File: src/rtl/rv32i_types.sv
`default_nettype none
// ============================================================================
// rv32i_types : shared RV32 M-extension op codes, divide constants and the
//               divide-sequencer state encoding.
// Revision    : 1.0
// ============================================================================
package rv32i_types;

  typedef enum logic [2:0] {
    m_mul    = 3'd0,
    m_mulh   = 3'd1,
    m_mulhsu = 3'd2,
    m_mulhu  = 3'd3,
    m_div    = 3'd4,
    m_divu   = 3'd5,
    m_rem    = 3'd6,
    m_remu   = 3'd7
  } mul_ops;

  typedef enum logic [2:0] {
    IDLE   = 3'd0,
    LAUNCH = 3'd1,
    WAIT   = 3'd2,
    RDREM  = 3'd3,
    HOLD   = 3'd4
  } div_seq_state_t;

  localparam logic [31:0] DIV_ZERO_Q = 32'hFFFF_FFFF;
  localparam logic [31:0] INT_MIN    = 32'h8000_0000;

endpackage
`default_nettype wire

File: src/rtl/div_result_cache.sv
`default_nettype none
// ============================================================================
// div_result_cache : one-entry quotient/remainder cache keyed on (a, b, signed).
// Revision         : 1.0
// ============================================================================
module div_result_cache #(
  parameter int XLEN = 32
) (
  input  logic            clk,
  input  logic            rst,
  input  logic [XLEN-1:0] i_lk_a,
  input  logic [XLEN-1:0] i_lk_b,
  input  logic            i_lk_signed,
  output logic            o_hit,
  output logic [XLEN-1:0] o_q,
  output logic [XLEN-1:0] o_r,
  input  logic            i_wr_en,
  input  logic [XLEN-1:0] i_wr_a,
  input  logic [XLEN-1:0] i_wr_b,
  input  logic            i_wr_signed,
  input  logic [XLEN-1:0] i_wr_q,
  input  logic [XLEN-1:0] i_wr_r
);

  logic            r_valid;
  logic [XLEN-1:0] r_a;
  logic [XLEN-1:0] r_b;
  logic            r_signed;
  logic [XLEN-1:0] r_q;
  logic [XLEN-1:0] r_r;

  always_ff @(posedge clk) begin
    if (rst) begin
      r_valid  <= 1'b0;
      r_a      <= '0;
      r_b      <= '0;
      r_signed <= 1'b0;
      r_q      <= '0;
      r_r      <= '0;
    end else if (i_wr_en) begin
      r_valid  <= 1'b1;
      r_a      <= i_wr_a;
      r_b      <= i_wr_b;
      r_signed <= i_wr_signed;
      r_q      <= i_wr_q;
      r_r      <= i_wr_r;
    end
  end

  assign o_hit = r_valid && (r_a == i_lk_a) && (r_b == i_lk_b) && (r_signed == i_lk_signed);
  assign o_q   = r_q;
  assign o_r   = r_r;

endmodule
`default_nettype wire

File: src/rtl/div_sequencer.sv
`default_nettype none
// ============================================================================
// div_sequencer : DIV/DIVU/REM/REMU front-end for the unsigned iterative
//                 divider; handles RISC-V special cases, sign fix-up, caching.
// Revision      : 1.0
// ============================================================================
module div_sequencer
  import rv32i_types::*;
#(
  parameter int XLEN = 32
) (
  input  logic            clk,
  input  logic            rst,
  input  logic            req_valid,
  input  mul_ops          req_op,
  input  logic [XLEN-1:0] req_a,
  input  logic [XLEN-1:0] req_b,
  input  logic            flush,
  input  logic            pipeline_stalled,
  output logic            stall_o,
  output logic            result_valid,
  output logic [XLEN-1:0] result,
  output logic            div_start,
  output logic [XLEN-1:0] div_a,
  output logic [XLEN-1:0] div_b,
  output mul_ops          div_mulop,
  output logic            div_hold,
  input  logic            div_ready,
  input  logic            div_done,
  input  logic [XLEN-1:0] div_f
);

  div_seq_state_t  r_state;
  logic [XLEN-1:0] r_a, r_b;
  logic            r_signed, r_is_rem;
  logic [XLEN-1:0] r_mag_a, r_mag_b, r_mag_q;
  logic            r_neg_q, r_neg_r, r_drop;
  logic [XLEN-1:0] r_q, r_r;

  logic            w_is_div, w_accept, w_signed, w_is_rem, w_ovf, w_hit;
  logic [XLEN-1:0] w_abs_a, w_abs_b, w_fix_q, w_fix_r, w_cache_q, w_cache_r;

  assign w_is_div = (req_op == m_div) || (req_op == m_divu) ||
                    (req_op == m_rem) || (req_op == m_remu);
  assign w_accept = (r_state == IDLE) && req_valid && w_is_div && !flush;
  assign w_signed = (req_op == m_div) || (req_op == m_rem);
  assign w_is_rem = (req_op == m_rem) || (req_op == m_remu);
  assign w_ovf    = w_signed && (req_a == INT_MIN) && (req_b == DIV_ZERO_Q);
  assign w_abs_a  = (w_signed && req_a[XLEN-1]) ? (~req_a + 1'b1) : req_a;
  assign w_abs_b  = (w_signed && req_b[XLEN-1]) ? (~req_b + 1'b1) : req_b;

  // In RDREM the divider presents the remainder magnitude on div_f.
  assign w_fix_q  = r_neg_q ? (~r_mag_q + 1'b1) : r_mag_q;
  assign w_fix_r  = r_neg_r ? (~div_f + 1'b1) : div_f;

  div_result_cache #(.XLEN(XLEN)) u_cache (
    .clk         (clk),
    .rst         (rst),
    .i_lk_a      (req_a),
    .i_lk_b      (req_b),
    .i_lk_signed (w_signed),
    .o_hit       (w_hit),
    .o_q         (w_cache_q),
    .o_r         (w_cache_r),
    .i_wr_en     (r_state == RDREM),
    .i_wr_a      (r_a),
    .i_wr_b      (r_b),
    .i_wr_signed (r_signed),
    .i_wr_q      (w_fix_q),
    .i_wr_r      (w_fix_r)
  );

  always_ff @(posedge clk) begin
    if (rst) begin
      r_state  <= IDLE;
      r_a      <= '0;
      r_b      <= '0;
      r_signed <= 1'b0;
      r_is_rem <= 1'b0;
      r_mag_a  <= '0;
      r_mag_b  <= '0;
      r_mag_q  <= '0;
      r_neg_q  <= 1'b0;
      r_neg_r  <= 1'b0;
      r_drop   <= 1'b0;
      r_q      <= '0;
      r_r      <= '0;
    end else begin
      case (r_state)
        IDLE: begin
          if (w_accept) begin
            r_a      <= req_a;
            r_b      <= req_b;
            r_signed <= w_signed;
            r_is_rem <= w_is_rem;
            r_drop   <= 1'b0;
            if (req_b == '0) begin
              r_q     <= DIV_ZERO_Q;
              r_r     <= req_a;
              r_state <= HOLD;
            end else if (w_ovf) begin
              r_q     <= INT_MIN;
              r_r     <= '0;
              r_state <= HOLD;
            end else if (w_hit) begin
              r_q     <= w_cache_q;
              r_r     <= w_cache_r;
              r_state <= HOLD;
            end else begin
              r_mag_a <= w_abs_a;
              r_mag_b <= w_abs_b;
              r_neg_q <= w_signed && (req_a[XLEN-1] ^ req_b[XLEN-1]);
              r_neg_r <= w_signed && req_a[XLEN-1];
              r_state <= LAUNCH;
            end
          end
        end
        LAUNCH: begin
          if (flush)          r_state <= IDLE;
          else if (div_ready) r_state <= WAIT;
        end
        WAIT: begin
          if (flush) r_drop <= 1'b1;
          if (div_done) begin
            r_mag_q <= div_f;
            r_state <= RDREM;
          end
        end
        RDREM: begin
          r_q     <= w_fix_q;
          r_r     <= w_fix_r;
          r_drop  <= 1'b0;
          // A squashed request still fills the cache but never presents a result.
          r_state <= (r_drop || flush) ? IDLE : HOLD;
        end
        HOLD: begin
          if (flush || !pipeline_stalled) r_state <= IDLE;
        end
        default: r_state <= IDLE;
      endcase
    end
  end

  assign div_start    = (r_state == LAUNCH) && div_ready && !flush;
  assign div_hold     = (r_state == WAIT) || (r_state == RDREM);
  assign div_mulop    = (r_state == RDREM) ? m_remu : m_divu;
  assign div_a        = r_mag_a;
  assign div_b        = r_mag_b;
  assign result_valid = (r_state == HOLD) && !flush;
  assign result       = (r_state == HOLD) ? (r_is_rem ? r_r : r_q) : '0;
  assign stall_o      = w_accept ||
                        ((r_state != IDLE) &&
                         !((r_state == HOLD) && (!pipeline_stalled || flush)));

endmodule
`default_nettype wire

File: config.mk
export PLATFORM = sky130hd
export DESIGN_NAME = div_sequencer
export DESIGN_NICKNAME = d
export VERILOG_FILES = /design/src/rtl/rv32i_types.sv /design/src/rtl/div_result_cache.sv /design/src/rtl/div_sequencer.sv
export SDC_FILE = /design/constraint.sdc
export NUM_CORES = 1
export LEC_CHECK = 0
export BUFFER_PORTS_ARGS = -buffer_cell sky130_fd_sc_hd__buf_2
export CORE_MARGIN = 2
export CORE_UTILIZATION = 63
export CTS_CLUSTER_SIZE = 28
export DETAILED_ROUTE_END_ITERATION = 10
export PLACE_DENSITY = 0.85
export SYNTH_ARGS = -nofsm -noshare
export SYNTH_HDL_FRONTEND = slang
export SYNTH_SLANG_ARGS = --single-unit
File: constraint.sdc
create_clock -name clk -period 8.6 [get_ports clk]
set_input_delay 1.72 -clock clk [delete_from_list [all_inputs] [get_ports clk]]
set_output_delay 1.72 -clock clk [all_outputs]
set_load 0.005 [all_outputs]
* Word-level counts from Yosys, hierarchy flattened
Index checks and enable logic that the tools add are counted.
** Cells by class
- Add/sub/neg operators :: 4
- Multipliers :: 0
- Divide/modulo/power cells :: 0
- $lt $le $gt $ge :: 0
- Equal/unequal tests :: 19
- Shift operators :: 0
- Mux-type cells :: 30
- Bitwise logic cells :: 8
- Reductions and logical operators :: 39
** Operators by type and width (number)
- 32-bit 2-to-1 mux :: 14
- 32-bit by 1-bit adder with 32-bit output (second input constant) :: 4
- 32-bit NOT :: 4
- 32-bit case mux with 2 select lines :: 2
- 32-bit equality test :: 2
- 32-bit equality test (second input constant) :: 2
- 32-bit zero test :: 1
- 3-bit 2-to-1 mux :: 9
- 1-bit logical AND :: 16
- 3-bit equality test (second input constant) :: 5
- 3-bit case mux with 5 select lines :: 1
- 1-bit logical OR :: 9
- 3-bit by 2-bit equality test with 1-bit output (second input constant) :: 2
- 2-bit != test (second input constant) :: 3
- 3-bit AND reduction :: 2
- 3-bit nonzero test :: 2
- 5-bit AND reduction :: 1
- 4-bit by 2-bit != test with 1-bit output (second input constant) :: 1
- 2-bit AND reduction :: 2
- 4-bit AND reduction :: 1
- 3-bit by 1-bit equality test with 1-bit output (second input constant) :: 1
- 1-bit zero test :: 3
- 3-bit zero test :: 1
- 3-bit != test (second input constant) :: 1
- 8 further kinds :: 11
** Word-level totals
- Flip-flop bits (word level) :: 362
- Bits in latches :: 0
- Bits in writable memories :: 0
- Memory bits (read-only) :: 0
- Bits of input ports :: 106
- Output and inout port bits :: 103
- Logic and storage cells :: 119
- Memories kept :: 0

* Logic depth before layout (Yosys ltp)
Gate-level depths: netlist of run 1.
- Word-level depth :: 9
- Gate-level depth with buffers :: 13

* By module
A second synthesis of run 1 with hierarchy kept.
** Second synthesis, totals
- Cell total of the unflattened synthesis :: 2199
- Area total of the unflattened synthesis :: 17768.3 µm²
** By module, submodules not included
- div_sequencer :: instances 1, cells an instance 1666, area an instance 12443.2 µm², seq. area each 4644.5 µm²
- div_result_cache :: instances 1, cells an instance 533, area an instance 5325.1 µm², seq. area each 2602.5 µm²

* Worst setup path after synthesis of run 1
OpenSTA, ideal clock, no wires.
- Kind :: input port to flip-flop
- Start point :: in req_a[0]
- End point :: reg r_q[22]
- Library setup time :: 0.123 ns
- Data arrival time :: 4.143 ns
- Data required time :: 8.477 ns
- Path slack :: 4.334 ns
- Cell stages on the path :: 13
- Path buffers :: 4
- Cells stage by stage :: buf_2 -> inv_1 -> ha_1 -> or4b_1 -> nor4_4 -> and3_1 -> buf_2 -> a31oi_4 -> o31ai_4 -> a21oi_2 -> buf_6 -> buf_6 -> mux2_1
** On the way
- Cells in the longest elaborated chain, start to end :: 7
- Elaborated cells on any way between the ends :: 13
** Ends and longest elaborated chain
- from (decl) :: RTL line div_sequencer.sv:16 : input logic [XLEN-1:0] req_a,
- 32-bit equality test :: RTL line div_sequencer.sv:48 : assign w_ovf = w_signed && (req_a == INT_MIN) && (req_b == DIV_ZERO_Q);
- 1-bit logical AND (2 in a row) :: RTL line div_sequencer.sv:48
- 32-bit 2-to-1 mux :: RTL line div_sequencer.sv:101 : end else if (w_ovf) begin
- 32-bit 2-to-1 mux :: RTL line div_sequencer.sv:97 : if (req_b == '0) begin
- 32-bit 2-to-1 mux :: RTL line div_sequencer.sv:91 : if (w_accept) begin
- 32-bit case mux with 2 select lines :: RTL line div_sequencer.sv:89 : case (r_state)
- to (signal assigned) :: RTL line div_sequencer.sv:106 : r_q <= w_cache_q;
- to (signal assigned) :: RTL line div_sequencer.sv:130 : r_q <= w_fix_q;
- to (decl) :: RTL line div_sequencer.sv:38 : logic [XLEN-1:0] r_q, r_r;
Several ways; a longest one is shown, not always the timed one. The select of a mux whose other input is x is not followed.
A chain may end at the register's enable or synchronous reset.

* Worst setup path in the final report of run 1
- Start point :: in req_b[31]
- End point :: reg r_q[15]
** On the way
- Cells in the longest elaborated chain, start to end :: 6
- Elaborated cells on any way between the ends :: 12
** Ends and longest elaborated chain
- from (decl) :: RTL line div_sequencer.sv:17 : input logic [XLEN-1:0] req_b,
- 32-bit equality test :: RTL line div_sequencer.sv:48
- 1-bit logical AND :: RTL line div_sequencer.sv:48
- 32-bit 2-to-1 mux :: RTL line div_sequencer.sv:101
- 32-bit 2-to-1 mux :: RTL line div_sequencer.sv:97
- 32-bit 2-to-1 mux :: RTL line div_sequencer.sv:91
- 32-bit case mux with 2 select lines :: RTL line div_sequencer.sv:89
Several ways; a longest one is shown, not always the timed one. The select of a mux whose other input is x is not followed.

==> impl_metrics.env, run 1 <==
export IMPL_critical_path_depth=9
export IMPL_hold_viol=0
export IMPL_yosys_register_bits=362
export IMPL_holdCritPathClass="reg2reg"
export IMPL_fp_dieW_um=172
export IMPL_fin_area_mm2=0.0200
export IMPL_async_flop_share_pct=0
export IMPL_start_util_pct=64.1
export IMPL_core_area_mm2=0.0278
export IMPL_root_buffer="clkbuf_16"
export IMPL_rsz0062_at_grt="no"
export IMPL_worst_path_max_fanout=64
export IMPL_synthTopCellsByCount="nand2_1 (443), dfxtp_1 (362), a21oi_1 (295)"
export IMPL_fmax_mhz=185
export IMPL_max_stage_delay_ps=910
export IMPL_cts_max_path_buffers=3
export IMPL_crit_path_end_kind="flip-flop"
export IMPL_powerDensity_mw_per_mm2=191
export IMPL_finalSetupViolCount=0
export IMPL_r2r_end="r_r[16]"
export IMPL_worstHoldPathCells=2
export IMPL_clkTransAtPathRegs_ps=60
export IMPL_synth_area_top_cells="dfxtp_1 (41%), nand2_1 (9.3%), a21oi_1 (8.3%)"
export IMPL_totalPowerFinal_mw=3.82
export IMPL_cts_setup_buffers=0
export IMPL_cp_buffers_inverters=2
export IMPL_peakVddDrop_uv=146
export IMPL_min_period_ps=5400
export IMPL_hp_start="r_a[8]"
export IMPL_synthDominantCellAreaShare_pct=40.7
export IMPL_tightest_slew_ps=1270
export IMPL_area_growth_pct=12.4
export IMPL_worst_path_max_delay_cell="a31oi_4"
export IMPL_reg2reg_slack_ps=4570
export IMPL_highest_layer="met4"
export IMPL_drive_gt1_share_pct=14.0
export IMPL_wire_per_inst_um=20.3
export IMPL_slew_limit_headroom_pct=15.1
export IMPL_m1WireLength_um=22100
export IMPL_start_kind="input port"
export IMPL_finClkSkew_ps=21.5
export IMPL_cts_resized=0
export IMPL_cp_required_ps=9010
export IMPL_drc_errors=0
export IMPL_syn_cell_area_mm2=0.0178
export IMPL_nets=2356
export IMPL_antenna_left=0
export IMPL_postSynthAreaPerCell_um2=8.11
export IMPL_fin_cells=2655
export IMPL_clk_latency_ps=540
export IMPL_crit_path_cell_trace="buf_2 > nand3b_1 > nor3_1 > and3_1 > a31oi_4 > o31ai_4 > a21oi_4 > buf_4 > mux2_2"
export IMPL_cts_tree="yes"
export IMPL_p_leak_nw=7.65
export IMPL_grt_first_pass_wirelength_um=82800
export IMPL_cp_arrival_ps=5820
export IMPL_dieArea_mm2=0.0296
export IMPL_dpl_instance_area_mm2=0.0186
export IMPL_synth_most_common_cell="nand2_1"
export IMPL_synth_cells=2194
export IMPL_die_h_um=172
export IMPL_antenna_found_initial=0
export IMPL_wl_met2_um=24200
export IMPL_hpwl_um=35300
export IMPL_synth_edf_count=0
export IMPL_cts_made_buffers=39
export IMPL_placed_cells=2582
export IMPL_drt_first_pass_iters=6
export IMPL_critPathKind="in2reg"
export IMPL_htree_levels=2
export IMPL_fin_setup_tns_ps=0
export IMPL_grt_usage_pct=35.3
export IMPL_rr_startpoint="r_state[0]"
export IMPL_gp_congestion=0.910
export IMPL_yosysSeqAreaShare_pct=40.7
export IMPL_yosysWarnings=0
export IMPL_maxCapViolCount=0
export IMPL_met3WireLength_um=5720
export IMPL_clock_sinks=362
export IMPL_synth_main_ff_cell="dfxtp_1"
export IMPL_cts_hold_buf=0
export IMPL_gr_total_overflow=0
export IMPL_drtIter0Drc=2369
export IMPL_grt_max_degree=104
export IMPL_hold_end="u_cache.r_a[8]"
export IMPL_period_share_pct=62.8
export IMPL_rr_worst_depth=8
export IMPL_viasPerCell=6.34
export IMPL_maxSlewViolCount=0
export IMPL_status="complete, no violations"
export IMPL_routed_wirelength_um=53900
export IMPL_vias=16827
export IMPL_port_buffers=206
export IMPL_ios=209
export IMPL_synth_cell_type_count=66
export IMPL_rows=61
export IMPL_synth_largest_area_cell="dfxtp_1"
export IMPL_crit_family="compound AO/OA/AOI/OAI gates"
export IMPL_grt_pass1_vias=15292
-- registers in the layout, indices dropped and copies added, names as in the netlist, 3 cells and up --
| register | flops |
|---|---|
| u_cache.r_a | 32 |
| u_cache.o_r | 32 |
| u_cache.r_b | 32 |
| r_mag_q | 32 |
| r_b | 32 |
| div_a | 32 |
| div_b | 32 |
| r_state | 3 |
| r_r | 32 |
| r_q | 32 |
| u_cache.o_q | 32 |
| r_a | 32 |
-- power breakdown --
group	internal (mW)	leakage (nW)	total (mW)	switching, mW
Clock	1.10	0.676	1.80	0.700
Combinational	0.0975	4.05	0.300	0.202
Sequential	1.70	2.93	1.72	0.0168
Total	2.90	7.65	3.82	0.919
-- how the worst max path moves through the flow --
stage	endpoint	slack, ps	from
floorplan	r_q[22]	4330	req_a[0]
global placement	r_q[15]	2950	req_b[31]
detailed placement	r_q[0]	2850	req_b[31]
CTS	r_q[14]	3370	req_b[31]
global route	r_q[0]	3100	req_b[31]
finish	r_q[15]	3200	req_b[31]
-- area by class of cell --
class	count	area [um^2]
diodes	1	2.50
clock buffers	58	1140
clock inverters	14	235
fillers	2156	7780
inverters	25	98.8
multi-input cells	1591	9620
flip-flops and latches	362	7250
well taps	378	473
repair buffers	226	1190
-- worst register-to-register path, delay by kind of cell (launching register included) --
family	cells	cell delay (ps)
buffers and inverters	3	2170
AND/OR/NAND/NOR	2	580
AO/OA/AOI/OAI	2	540
flip-flops	1	500
multiplexers	1	150
-- metrics by stage --
stage | setup slack [ps] | hold WS (ps) | util [%]
final | 3200 | 453 | 72.0
after global routing | 3100 | 467 | 72.0
after CTS | 3370 | 451 | 72.0
after detailed placement | 2850 | 444 | 67.1
after global placement | 2950 | 435 | 67.1
after floorplan | 4330 | 432 | -
-- kinds of logic after synthesis --
family / after synthesis / synth area share (%)
muxes: 96 / 5.44
DFF: 362 / 40.7
other: 1 / 0.0211
xor gates and xnor gates: 173 / 8.51
AOI/OAI and AO/OA: 604 / 21.9
and+or+nand+nor: 711 / 17.7
buffers and inverters: 242 / 5.39
adders and majority gates: 5 / 0.352
-- metal layers --
metal	global-route usage, %	vias to the layer above
li1	-	7734
met1	48.6	7948
met2	55.6	989
met3	7.14	156
met4	11.9	0
met5	0	-
-- cell usage in the layout (no fill, tap or decap), types with 11 or more instances in the layout --
cell,instances
xor2_1,79
a221oi_1,19
nor3_1,25
o21ai_0,25
nor4_1,15
dfxtp_1,361
a211o_1,21
nand2_1,442
o31ai_1,24
xnor2_1,94
buf_4,20
a31oi_1,11
or4_1,20
o41ai_1,20
nor2b_1,11
a221o_1,13
nand3_1,13
nor2_1,111
nand4_1,25
o21a_1,38
mux2i_1,91
or3_1,11
buf_2,205
a21oi_1,295
a21o_1,24
clkbuf_16,39
a211oi_1,80
inv_1,23
Note: power is estimated with default switching activity, not from simulation.
==> run 2: changes to the inputs <==
Settings changed: ABC_AREA set to 1, CORE_UTILIZATION 63 to 54, PLACE_DENSITY 0.85 to 0.77.
Clock period 8.6 ns to 4.4 ns, I/O delays scaled along.
==> run 2 against run 1 <==
Die area grew 23%. Sequential share of layout area shrank 2.3 points. Cell area grew 6.6%. Cell count grew 33%. Clock power grew 96%. Largest power group is now sequential cells. Critical path depth shrank 4. Critical endpoint is now div_hold. Via count grew 17%. Hold slack lost 11 ps. Combinational power grew to 9.1 times the previous value.
==> impl_metrics.env, run 2 <==
export IMPL_synth_edf_count=0
export IMPL_dieArea_mm2=0.0364
export IMPL_dpl_instance_area_mm2=0.0199
export IMPL_start_util_pct=54.7
export IMPL_drt_first_pass_iters=6
export IMPL_htree_levels=2
export IMPL_cp_arrival_ps=2340
export IMPL_nets=3161
export IMPL_worst_path_max_fanout=87
export IMPL_drc_errors=0
export IMPL_hold_ws_ps=442
export IMPL_antenna_found_initial=1
export IMPL_clkTransAtPathRegs_ps=60
export IMPL_peakVddDrop_uv=332
export IMPL_status="complete, no violations"
export IMPL_finalSetupViolCount=0
export IMPL_fin_ws_ps=1180
export IMPL_hold_viol=0
export IMPL_die_h_um=191
export IMPL_core_area_mm2=0.0345
export IMPL_grt_pass1_vias=18206
export IMPL_crit_path_end_kind="output port"
export IMPL_synth_cell_type_count=49
export IMPL_tightest_slew_ps=1170
export IMPL_fin_area_mm2=0.0213
export IMPL_final_common_cell="nand2_1"
export IMPL_start_kind="flip-flop"
export IMPL_antenna_left=0
export IMPL_cts_made_buffers=41
export IMPL_holdCritPathClass="reg2reg"
export IMPL_maxSlewViolCount=0
export IMPL_hpwl_um=47000
export IMPL_cts_max_path_buffers=3
export IMPL_clock_sinks=362
export IMPL_rr_startpoint="r_state[1]"
export IMPL_grt_first_pass_wirelength_um=98600
export IMPL_grt_max_degree=125
export IMPL_gp_congestion=0.951
export IMPL_fin_cells=3538
export IMPL_rsz0062_at_grt="no"
export IMPL_cp_required_ps=3520
export IMPL_yosysWarnings=0
export IMPL_fin_setup_tns_ps=0
export IMPL_root_buffer="clkbuf_16"
export IMPL_cts_setup_buffers=0
export IMPL_drtIter0Drc=1964
export IMPL_startpoint="r_state[1]"
export IMPL_totalPowerFinal_mw=10.3
export IMPL_drive_gt1_share_pct=11.7
export IMPL_vias=19684
export IMPL_async_flop_share_pct=0
export IMPL_worst_path_max_delay_cell="inv_4"
export IMPL_routed_wirelength_um=64400
export IMPL_yosysSeqAreaShare_pct=38.5
export IMPL_area_growth_pct=13.2
export IMPL_synth_largest_area_cell="dfxtp_1"
export IMPL_synth_main_ff_cell="dfxtp_1"
export IMPL_clk_latency_ps=540
export IMPL_gr_total_overflow=0
export IMPL_place_ws_ps=890
export IMPL_period_share_pct=73.2
export IMPL_maxCapViolCount=0
export IMPL_yosys_register_bits=362
export IMPL_synth_area_top_cells="dfxtp_1 (38%), nand2_1 (13%), nor2_1 (9.7%)"
export IMPL_final_cell_mix="nand2_1 (654), nor2_1 (488), dfxtp_1 (362)"
export IMPL_final_util_pct=61.9
export IMPL_grt_usage_pct=34.6
export IMPL_fp_dieW_um=191
export IMPL_wire_per_inst_um=18.2
export IMPL_ios=209
export IMPL_crit_path_cell_trace="inv_1 > nor3_2 > inv_4 > nand2_1 > buf_2"
export IMPL_powerDensity_mw_per_mm2=485
export IMPL_critPathKind="reg2out"
export IMPL_viasPerCell=5.56
export IMPL_fmax_mhz=311
export IMPL_placed_cells=3462
export IMPL_hp_start="div_a[4]"
export IMPL_cts_tree="yes"
export IMPL_rows=68
export IMPL_port_buffers=206
export IMPL_synth_cells=2934
export IMPL_p_leak_nw=9.73
export IMPL_postSynthAreaPerCell_um2=6.42
export IMPL_synthTopCellsByCount="nand2_1 (654), nor2_1 (488), dfxtp_1 (362)"
export IMPL_max_stage_delay_ps=620
export IMPL_synthDominantCellAreaShare_pct=38.5
export IMPL_slew_limit_headroom_pct=22.0
export IMPL_min_period_ps=3220
export IMPL_cts_hold_buf=0
export IMPL_finClkSkew_ps=19.9
export IMPL_synth_most_common_cell="nand2_1"
export IMPL_syn_cell_area_mm2=0.0188
export IMPL_cts_resized=0
[run 2: final timing paths]
| check | endpoint | slack (ps) | cells past startpoint |
|---|---|---|---|
| min reg2reg | div_a[4] | 440 | 2 |
| max | div_hold | 1180 | 5 |
| min | div_a[4] | 440 | 2 |
| max reg2reg | r_r[15] | 1550 | 9 |
[run 2: cell type report]
cell class / count / area [um^2]
flip-flops and latches: 362 / 7250
inverters: 323 / 1220
fillers: 3302 / 13100
diodes: 1 / 2.50
multi-input cells: 2090 / 9650
repair buffers: 232 / 1240
clock inverters: 11 / 113
well taps: 455 / 569
clock buffers: 64 / 1280
[run 2: where the power goes]
| group | switching, mW | leakage [nW] | internal [mW] |
|---|---|---|---|
| registers | 0.287 | 2.94 | 3.81 |
| clock network | 1.39 | 0.697 | 2.12 |
| logic | 1.87 | 6.10 | 0.850 |
| total | 3.55 | 9.73 | 6.79 |
[run 2: critical path: cells and delay by family (launching register included)]
family / cells / cell delay (ps)
buf+inv: 3 / 990
simple gates: 2 / 450
flops: 1 / 350
[run 2: cells by family (layout without fill, tap and decap cells)]
logic type / count (synthesis) / after routing / share of synthesized area, %
xor+xnor: 66 / 66 / 3.07
fa+ha+maj: 5 / 5 / 0.332
simple gates: 1383 / 1383 / 30.1
other cells: 1 / 3 / 0.0199
buf+inv: 483 / 630 / 10.4
flops: 362 / 362 / 38.5
compound gates: 634 / 634 / 17.6
[run 2: layer usage]
layer,GRT usage [%],routed length [um]
met2,58.1,30200
met1,44.1,26100
met5,0,0
met3,4.05,4730
met4,17.2,3380
